`config.mk`:
```
export PLATFORM = sky130hd
export DESIGN_NAME = timer_multich
export DESIGN_NICKNAME = d
export VERILOG_FILES = /design/src/rtl/timer_pkg.sv /design/src/rtl/timer_channel.sv /design/src/rtl/timer_multich.sv
export SDC_FILE = /design/constraint.sdc
export NUM_CORES = 2
export LEC_CHECK = 0
export BUFFER_PORTS_ARGS = -buffer_cell sky130_fd_sc_hd__buf_2
export CAP_MARGIN = 10
export CORE_MARGIN = 3
export CORE_UTILIZATION = 56
export CTS_CLUSTER_SIZE = 30
export DETAILED_ROUTE_END_ITERATION = 8
export PLACE_DENSITY = 0.77
export SLEW_MARGIN = 10
export SYNTH_ARGS = -nofsm -noshare
export SYNTH_HDL_FRONTEND = slang
export SYNTH_SLANG_ARGS = --single-unit
```
`constraint.sdc`:
```
create_clock -name i_clock -period 2.55 [get_ports i_clock]
set_clock_uncertainty 0.05 [all_clocks]
set_input_delay 0.6375 -clock i_clock [delete_from_list [all_inputs] [get_ports i_clock]]
set_output_delay 0.6375 -clock i_clock [all_outputs]
set_load 0.02 [all_outputs]
```
`src/rtl/timer_pkg.sv`:
```
// Shared register map and control-bit layout for the multi-channel timer.
package timer_pkg;

  localparam logic [1:0] ADDR_CTRL    = 2'd0;
  localparam logic [1:0] ADDR_PERIOD  = 2'd1;
  localparam logic [1:0] ADDR_COMPARE = 2'd2;

  localparam int CTRL_EN      = 0;
  localparam int CTRL_ONESHOT = 1;
  localparam int CTRL_IRQEN   = 2;
  localparam int CTRL_W       = 3;

endpackage

```
`src/rtl/timer_channel.sv`:
```
// One timer channel: CTRL/PERIOD/COMPARE registers, up-counter and sticky
// overflow/match flags. Advances only on the shared prescaler tick.
module timer_channel
  import timer_pkg::*;
#(
  parameter int WIDTH = 32
) (
  input  logic             i_clock,
  input  logic             i_reset,
  input  logic             i_tick,
  input  logic             i_wr_en,
  input  logic [1:0]       i_wr_addr,
  input  logic [WIDTH-1:0] i_wr_data,
  input  logic             i_clear,
  output logic [WIDTH-1:0] o_count,
  output logic             o_overflow,
  output logic             o_match,
  output logic             o_irq_en
);

  logic [CTRL_W-1:0] ctrl_q;
  logic [WIDTH-1:0]  period_q;
  logic [WIDTH-1:0]  compare_q;
  logic [WIDTH-1:0]  count_q;
  logic              ovf_q;
  logic              match_q;

  logic [WIDTH-1:0]  count_nxt;
  logic              ovf_set;
  logic              match_set;
  logic              stop;
  logic              wr_ctrl;
  logic              restart;

  // Next count is computed from the registers as they stand before this edge,
  // so a write landing on a tick edge only affects later ticks.
  always_comb begin
    count_nxt = count_q;
    ovf_set   = 1'b0;
    match_set = 1'b0;
    stop      = 1'b0;
    if (i_tick && ctrl_q[CTRL_EN]) begin
      if (count_q == period_q) begin
        count_nxt = '0;
        ovf_set   = 1'b1;
        stop      = ctrl_q[CTRL_ONESHOT];
      end else begin
        count_nxt = count_q + 1'b1;
        ovf_set   = (count_q == '1);
      end
      match_set = (count_nxt == compare_q) && (compare_q <= period_q);
    end
  end

  // A one-shot channel re-armed from idle starts over; auto-reload resumes.
  assign wr_ctrl = i_wr_en && (i_wr_addr == ADDR_CTRL);
  assign restart = wr_ctrl && !ctrl_q[CTRL_EN] && i_wr_data[CTRL_EN] && i_wr_data[CTRL_ONESHOT];

  always_ff @(posedge i_clock) begin
    if (i_reset) begin
      ctrl_q    <= '0;
      period_q  <= '1;
      compare_q <= '1;
      count_q   <= '0;
      ovf_q     <= 1'b0;
      match_q   <= 1'b0;
    end else begin
      count_q <= restart ? '0 : count_nxt;
      if (wr_ctrl) begin
        ctrl_q <= i_wr_data[CTRL_W-1:0];
      end else if (stop) begin
        ctrl_q[CTRL_EN] <= 1'b0;
      end
      if (i_wr_en && (i_wr_addr == ADDR_PERIOD)) begin
        period_q <= i_wr_data;
      end
      if (i_wr_en && (i_wr_addr == ADDR_COMPARE)) begin
        compare_q <= i_wr_data;
      end
      // Set has priority over a clear arriving on the same edge.
      ovf_q   <= ovf_set   | (ovf_q   & ~i_clear);
      match_q <= match_set | (match_q & ~i_clear);
    end
  end

  assign o_count    = count_q;
  assign o_overflow = ovf_q;
  assign o_match    = match_q;
  assign o_irq_en   = ctrl_q[CTRL_IRQEN];

endmodule

```
`src/rtl/timer_multich.sv`:
```
// N-channel up-counting timer: shared prescaler, register write decode,
// coherent count snapshot and combined interrupt.
module timer_multich
  import timer_pkg::*;
#(
  parameter int WIDTH   = 32,
  parameter int N_CH    = 4,
  parameter int PRESC_W = 8
) (
  input  logic                                      i_clock,
  input  logic                                      i_reset,
  input  logic                                      i_enable,
  input  logic [PRESC_W-1:0]                        i_prescale,
  input  logic                                      i_wr_en,
  input  logic [((N_CH > 1) ? $clog2(N_CH) : 1)-1:0] i_wr_ch,
  input  logic [1:0]                                i_wr_addr,
  input  logic [WIDTH-1:0]                          i_wr_data,
  input  logic [N_CH-1:0]                           i_clearw,
  input  logic                                      i_showtime,
  output logic [N_CH*WIDTH-1:0]                     o_currentv,
  output logic [N_CH-1:0]                           o_overflow,
  output logic [N_CH-1:0]                           o_match,
  output logic                                      o_irq
);

  localparam int CH_W = (N_CH > 1) ? $clog2(N_CH) : 1;

  logic [PRESC_W-1:0]    presc_q;
  logic                  tick;
  logic [N_CH*WIDTH-1:0] count_flat;
  logic [N_CH-1:0]       irq_en;
  logic [N_CH-1:0]       irq_vec;

  // Prescaler holds its phase while globally disabled.
  assign tick = i_enable && (presc_q == i_prescale);

  always_ff @(posedge i_clock) begin
    if (i_reset) begin
      presc_q <= '0;
    end else if (i_enable) begin
      presc_q <= tick ? '0 : presc_q + 1'b1;
    end
  end

  // Write port: i_wr_en is a single-cycle strobe with no back-pressure; the
  // addressed register updates on the same rising edge the strobe is seen.
  for (genvar g = 0; g < N_CH; g++) begin : g_ch
    localparam logic [CH_W-1:0] CH_ID = CH_W'(g);

    timer_channel #(
      .WIDTH (WIDTH)
    ) u_channel (
      .i_clock    (i_clock),
      .i_reset    (i_reset),
      .i_tick     (tick),
      .i_wr_en    (i_wr_en && (i_wr_ch == CH_ID)),
      .i_wr_addr  (i_wr_addr),
      .i_wr_data  (i_wr_data),
      .i_clear    (i_clearw[g]),
      .o_count    (count_flat[g*WIDTH +: WIDTH]),
      .o_overflow (o_overflow[g]),
      .o_match    (o_match[g]),
      .o_irq_en   (irq_en[g])
    );

    assign irq_vec[g] = (o_overflow[g] | o_match[g]) & irq_en[g];
  end

  assign o_irq = |irq_vec;

  // All channels are captured together so software sees one coherent instant.
  always_ff @(posedge i_clock) begin
    if (i_reset) begin
      o_currentv <= '0;
    end else if (i_showtime) begin
      o_currentv <= count_flat;
    end
  end

endmodule

```
==> run_results.csv <==
group,metric,value,unit
outcome,status,"complete, but fails checks",
outcome,violations,"setup timing",
timing,fin_crit_sh,108,%
setup_path,crit_fanout,6,
placement,gp_congestion,1.03,
clocking,clk_pin_slew,0.06,ns
routing,via_per_inst,6.07,
logic_synthesis,muxShareOfSynthArea,8.60,%
routing,vias,31000,
routing,ant_nets,0,
power,p_leak,17.5,nW
clocking,cts-htree-levels,2,
power,ir_drop,0.556,mV
logic_synthesis,synthSimpleGateAreaFrac,21.5,%
clocking,clkLatencyLatePin,0.64,ns
routing,post_drt_wl_per_cell,20.9,um
logic_synthesis,ys_ff_latch,540,
timing,min_period,2.76,ns
timing,layout_setup_ws,-0.208,ns
cells_and_area,area_growth,30.5,%
placement,dp_slack,-0.370,ns
floorplanning,num_rows,85,
clocking,cts_made_buffers,59,
placement,io_buffers,189,
floorplanning,die-height,241,um
timing,hold_viol,0,
timing,worst_slew_pin_slew,0.738,ns
logic_synthesis,synth-edff-count,0,
logic_synthesis,synthArstFlopShare,0,%
routing,drt_iter0_markers,3080,
cells_and_area,layout-drive-gt1-share,27.8,%
global_routing,grt_max_degree,82,
logic_synthesis,synthDistinctLibCells,86,
logic_synthesis,synth_top_area_share,35.0,%
logic_synthesis,synthAdderAreaFrac,5.39,%
timing,whs,0.258,ns
clocking,cts_buffer_depth,3,
logic_synthesis,ys_seq_area_share,35.0,%
global_routing,antenna_found_initial,6,
floorplanning,core_area,54100,sq um
routing,dr.pass1.iters,7,
logic_synthesis,yosysWarningCount,0,
logic_synthesis,synth_top_family_by_area,"simple AND/OR/NAND/NOR gates",
logic_synthesis,syn_nets,3923,
timing,rsz0062_at_grt,"true",
logic_synthesis,syn_inst,3737,
routing,totalWireLength,107000,um
floorplanning,chipWidth,241,um
timing,setup_viol,10,
timing,slew_viol_final,0,
clocking,root_buffer,"clkbuf_16",
global_routing,grt_pass1_wl,164000,um
logic_synthesis,synth-compound-area-share,14.3,%
logic_synthesis,synth.cell_area,30900,sq um
clocking,cts_tree,"yes",
floorplanning,dieArea,58000,sq um
setup_path,end_kind,"register",
power,power.density,480,nW/um^2
floorplanning,ios,190,
cells_and_area,final_nets,4555,
timing,fmax,363,MHz
setup_path,critical_path_class,"reg -> reg",
floorplanning,start_util,57.0,%
job,maxCapViolCount,0,
logic_synthesis,synth.top_cells.by_area,"dfxtp_1 35%, mux2i_1 8.6%, ha_1 5.4%, nand2_1 4.9%, xor2_1 4.6%",
routing,route.detailed.drc,0,
global_routing,overflow,0,
logic_synthesis,synth_top_area_cell,"dfxtp_1",
timing,slew_headroom,50.4,%
cells_and_area,final_cells,5116,
worst_hold_path,hp-class,"in -> reg",
logic_synthesis,synth-xor-area-share,8.76,%
clocking,cts_sinks,540,
setup_path,worstPathRequired,3.06,ns
placement,dpl.cell_count,4976,
logic_synthesis,avgSynthCellArea,8.26,sq um
setup_path,arrival,3.26,ns
global_routing,grt_use_total,35.7,%
placement,hpwl,76600,um
logic_synthesis,synthFlopType,"dfxtp_1",
timing,setup_tns,-0.812,ns
global_routing,grt_pass1_vias,29700,
setup_path,cp-start-kind,"register",
-- metal layers --
metal	GRT usage (%)	vias up	wire, um
met1	45.8	14700	42300
met5	0	-	41
li1	-	14400	-
met2	58.0	1598	48500
met3	6.73	356	10500
met4	17.0	6	5730
-- area by class of cell --
| cell class | instances | area [sq um] |
|---|---|---|
| inverter | 168 | 638 |
| tap | 696 | 871 |
| antenna | 2 | 5.00 |
| clock inverter | 30 | 425 |
| clock buffer | 80 | 1700 |
| timing repair buffer | 890 | 6640 |
| fill | 3785 | 13900 |
| multi-input combinational | 2710 | 19100 |
| sequential | 540 | 10900 |
-- flip-flops by register name (all words and copies together) (netlist names) --
signal and flops:
g_ch.u_channel.ctrl_q 12, g_ch.u_channel.compare_q 128, g_ch.u_channel.o_count 128, g_ch.u_channel.period_q 128, presc_q 8, g_ch.u_channel.o_match 4
o_currentv 128, g_ch.u_channel.o_overflow 4
-- kinds of logic after synthesis --
family	Yosys count
XOR/XNOR	299
flip-flops	540
adder cells (fa/ha/maj)	133
multiplexers	265
AO/OA/AOI/OAI	691
AND/OR/NAND/NOR	1322
buffers and inverters	487
-- worst max-delay path: stages, from the launching register on --
cell and delay [ns]:
dfxtp_2 0.34, buf_4 0.16, nand3_2 0.12, or4_4 0.43, buf_6 0.16, nor4_4 0.38, xnor2_2 0.15, a221o_1 0.39
nor4_2 0.24, nand4_1 0.12, o21ai_1 0.15
-- synth_stat cells (95+ instances only) --
library cell	number
dfxtp_1	540
nand2_1	401
nor2_1	350
mux2i_1	264
clkbuf_1	226
a21oi_1	211
inv_1	168
xor2_1	163
o211ai_1	140
ha_1	133
o21ai_0	130
xnor2_1	130
nand4_1	95
-- cell usage in the layout, fill, tap and decap left out, types with 56 or more instances in the layout --
cell / count
clkbuf_16: 61
buf_2: 189
o21ai_0: 120
inv_1: 157
ha_1: 119
a21o_1: 59
nand4_1: 95
xor2_1: 152
nand2_1: 397
dfxtp_1: 492
xnor2_1: 120
nor2_1: 336
mux2i_1: 264
o211ai_1: 140
buf_4: 655
a21oi_1: 209
nor3_1: 56
nand3_1: 69
-- power breakdown --
part / internal, W / switching (W) / total [W] / leakage [nW]
registers: 0.00851 / 0.0000715 / 0.00858 / 4.38
logic: 0.000530 / 0.000830 / 0.00136 / 12.1
clock network: 0.00567 / 0.00373 / 0.00940 / 1.04
-- worst paths after layout --
path,from,cells past startpoint,slack (ns),endpoint
worst min register to register,o_currentv[78],2,0.44,o_currentv[78]
worst max register to register,g_ch[1].u_channel.o_count[1],10,-0.21,g_ch[1].u_channel.o_match
worst max-delay path,g_ch[1].u_channel.o_count[1],10,-0.21,g_ch[1].u_channel.o_match
worst min-delay path,i_clearw[1],3,0.26,g_ch[1].u_channel.o_overflow
-- timing repair --
item,CTS,global route
pin swaps,41,23
resized for setup,119,99
hold buffers,0,0
gates cloned,1,1
hold endpoints to repair,0,0
setup buffers,13,14
setup endpoints to repair,40,70
-- metrics by stage --
| stage | power [W] | area (sq um) | utilization, % |
|---|---|---|---|
| after global placement | 0.0100 | 37000 | 68.3 |
| after CTS | 0.0193 | 39700 | 73.3 |
| final | 0.0193 | 40300 | 74.4 |
| after detailed placement | 0.0100 | 37000 | 68.3 |
| after floorplan | 0.00951 | 31100 | - |
| after global routing | 0.0198 | 40300 | 74.4 |
Power figures use the tool's default switching activity.
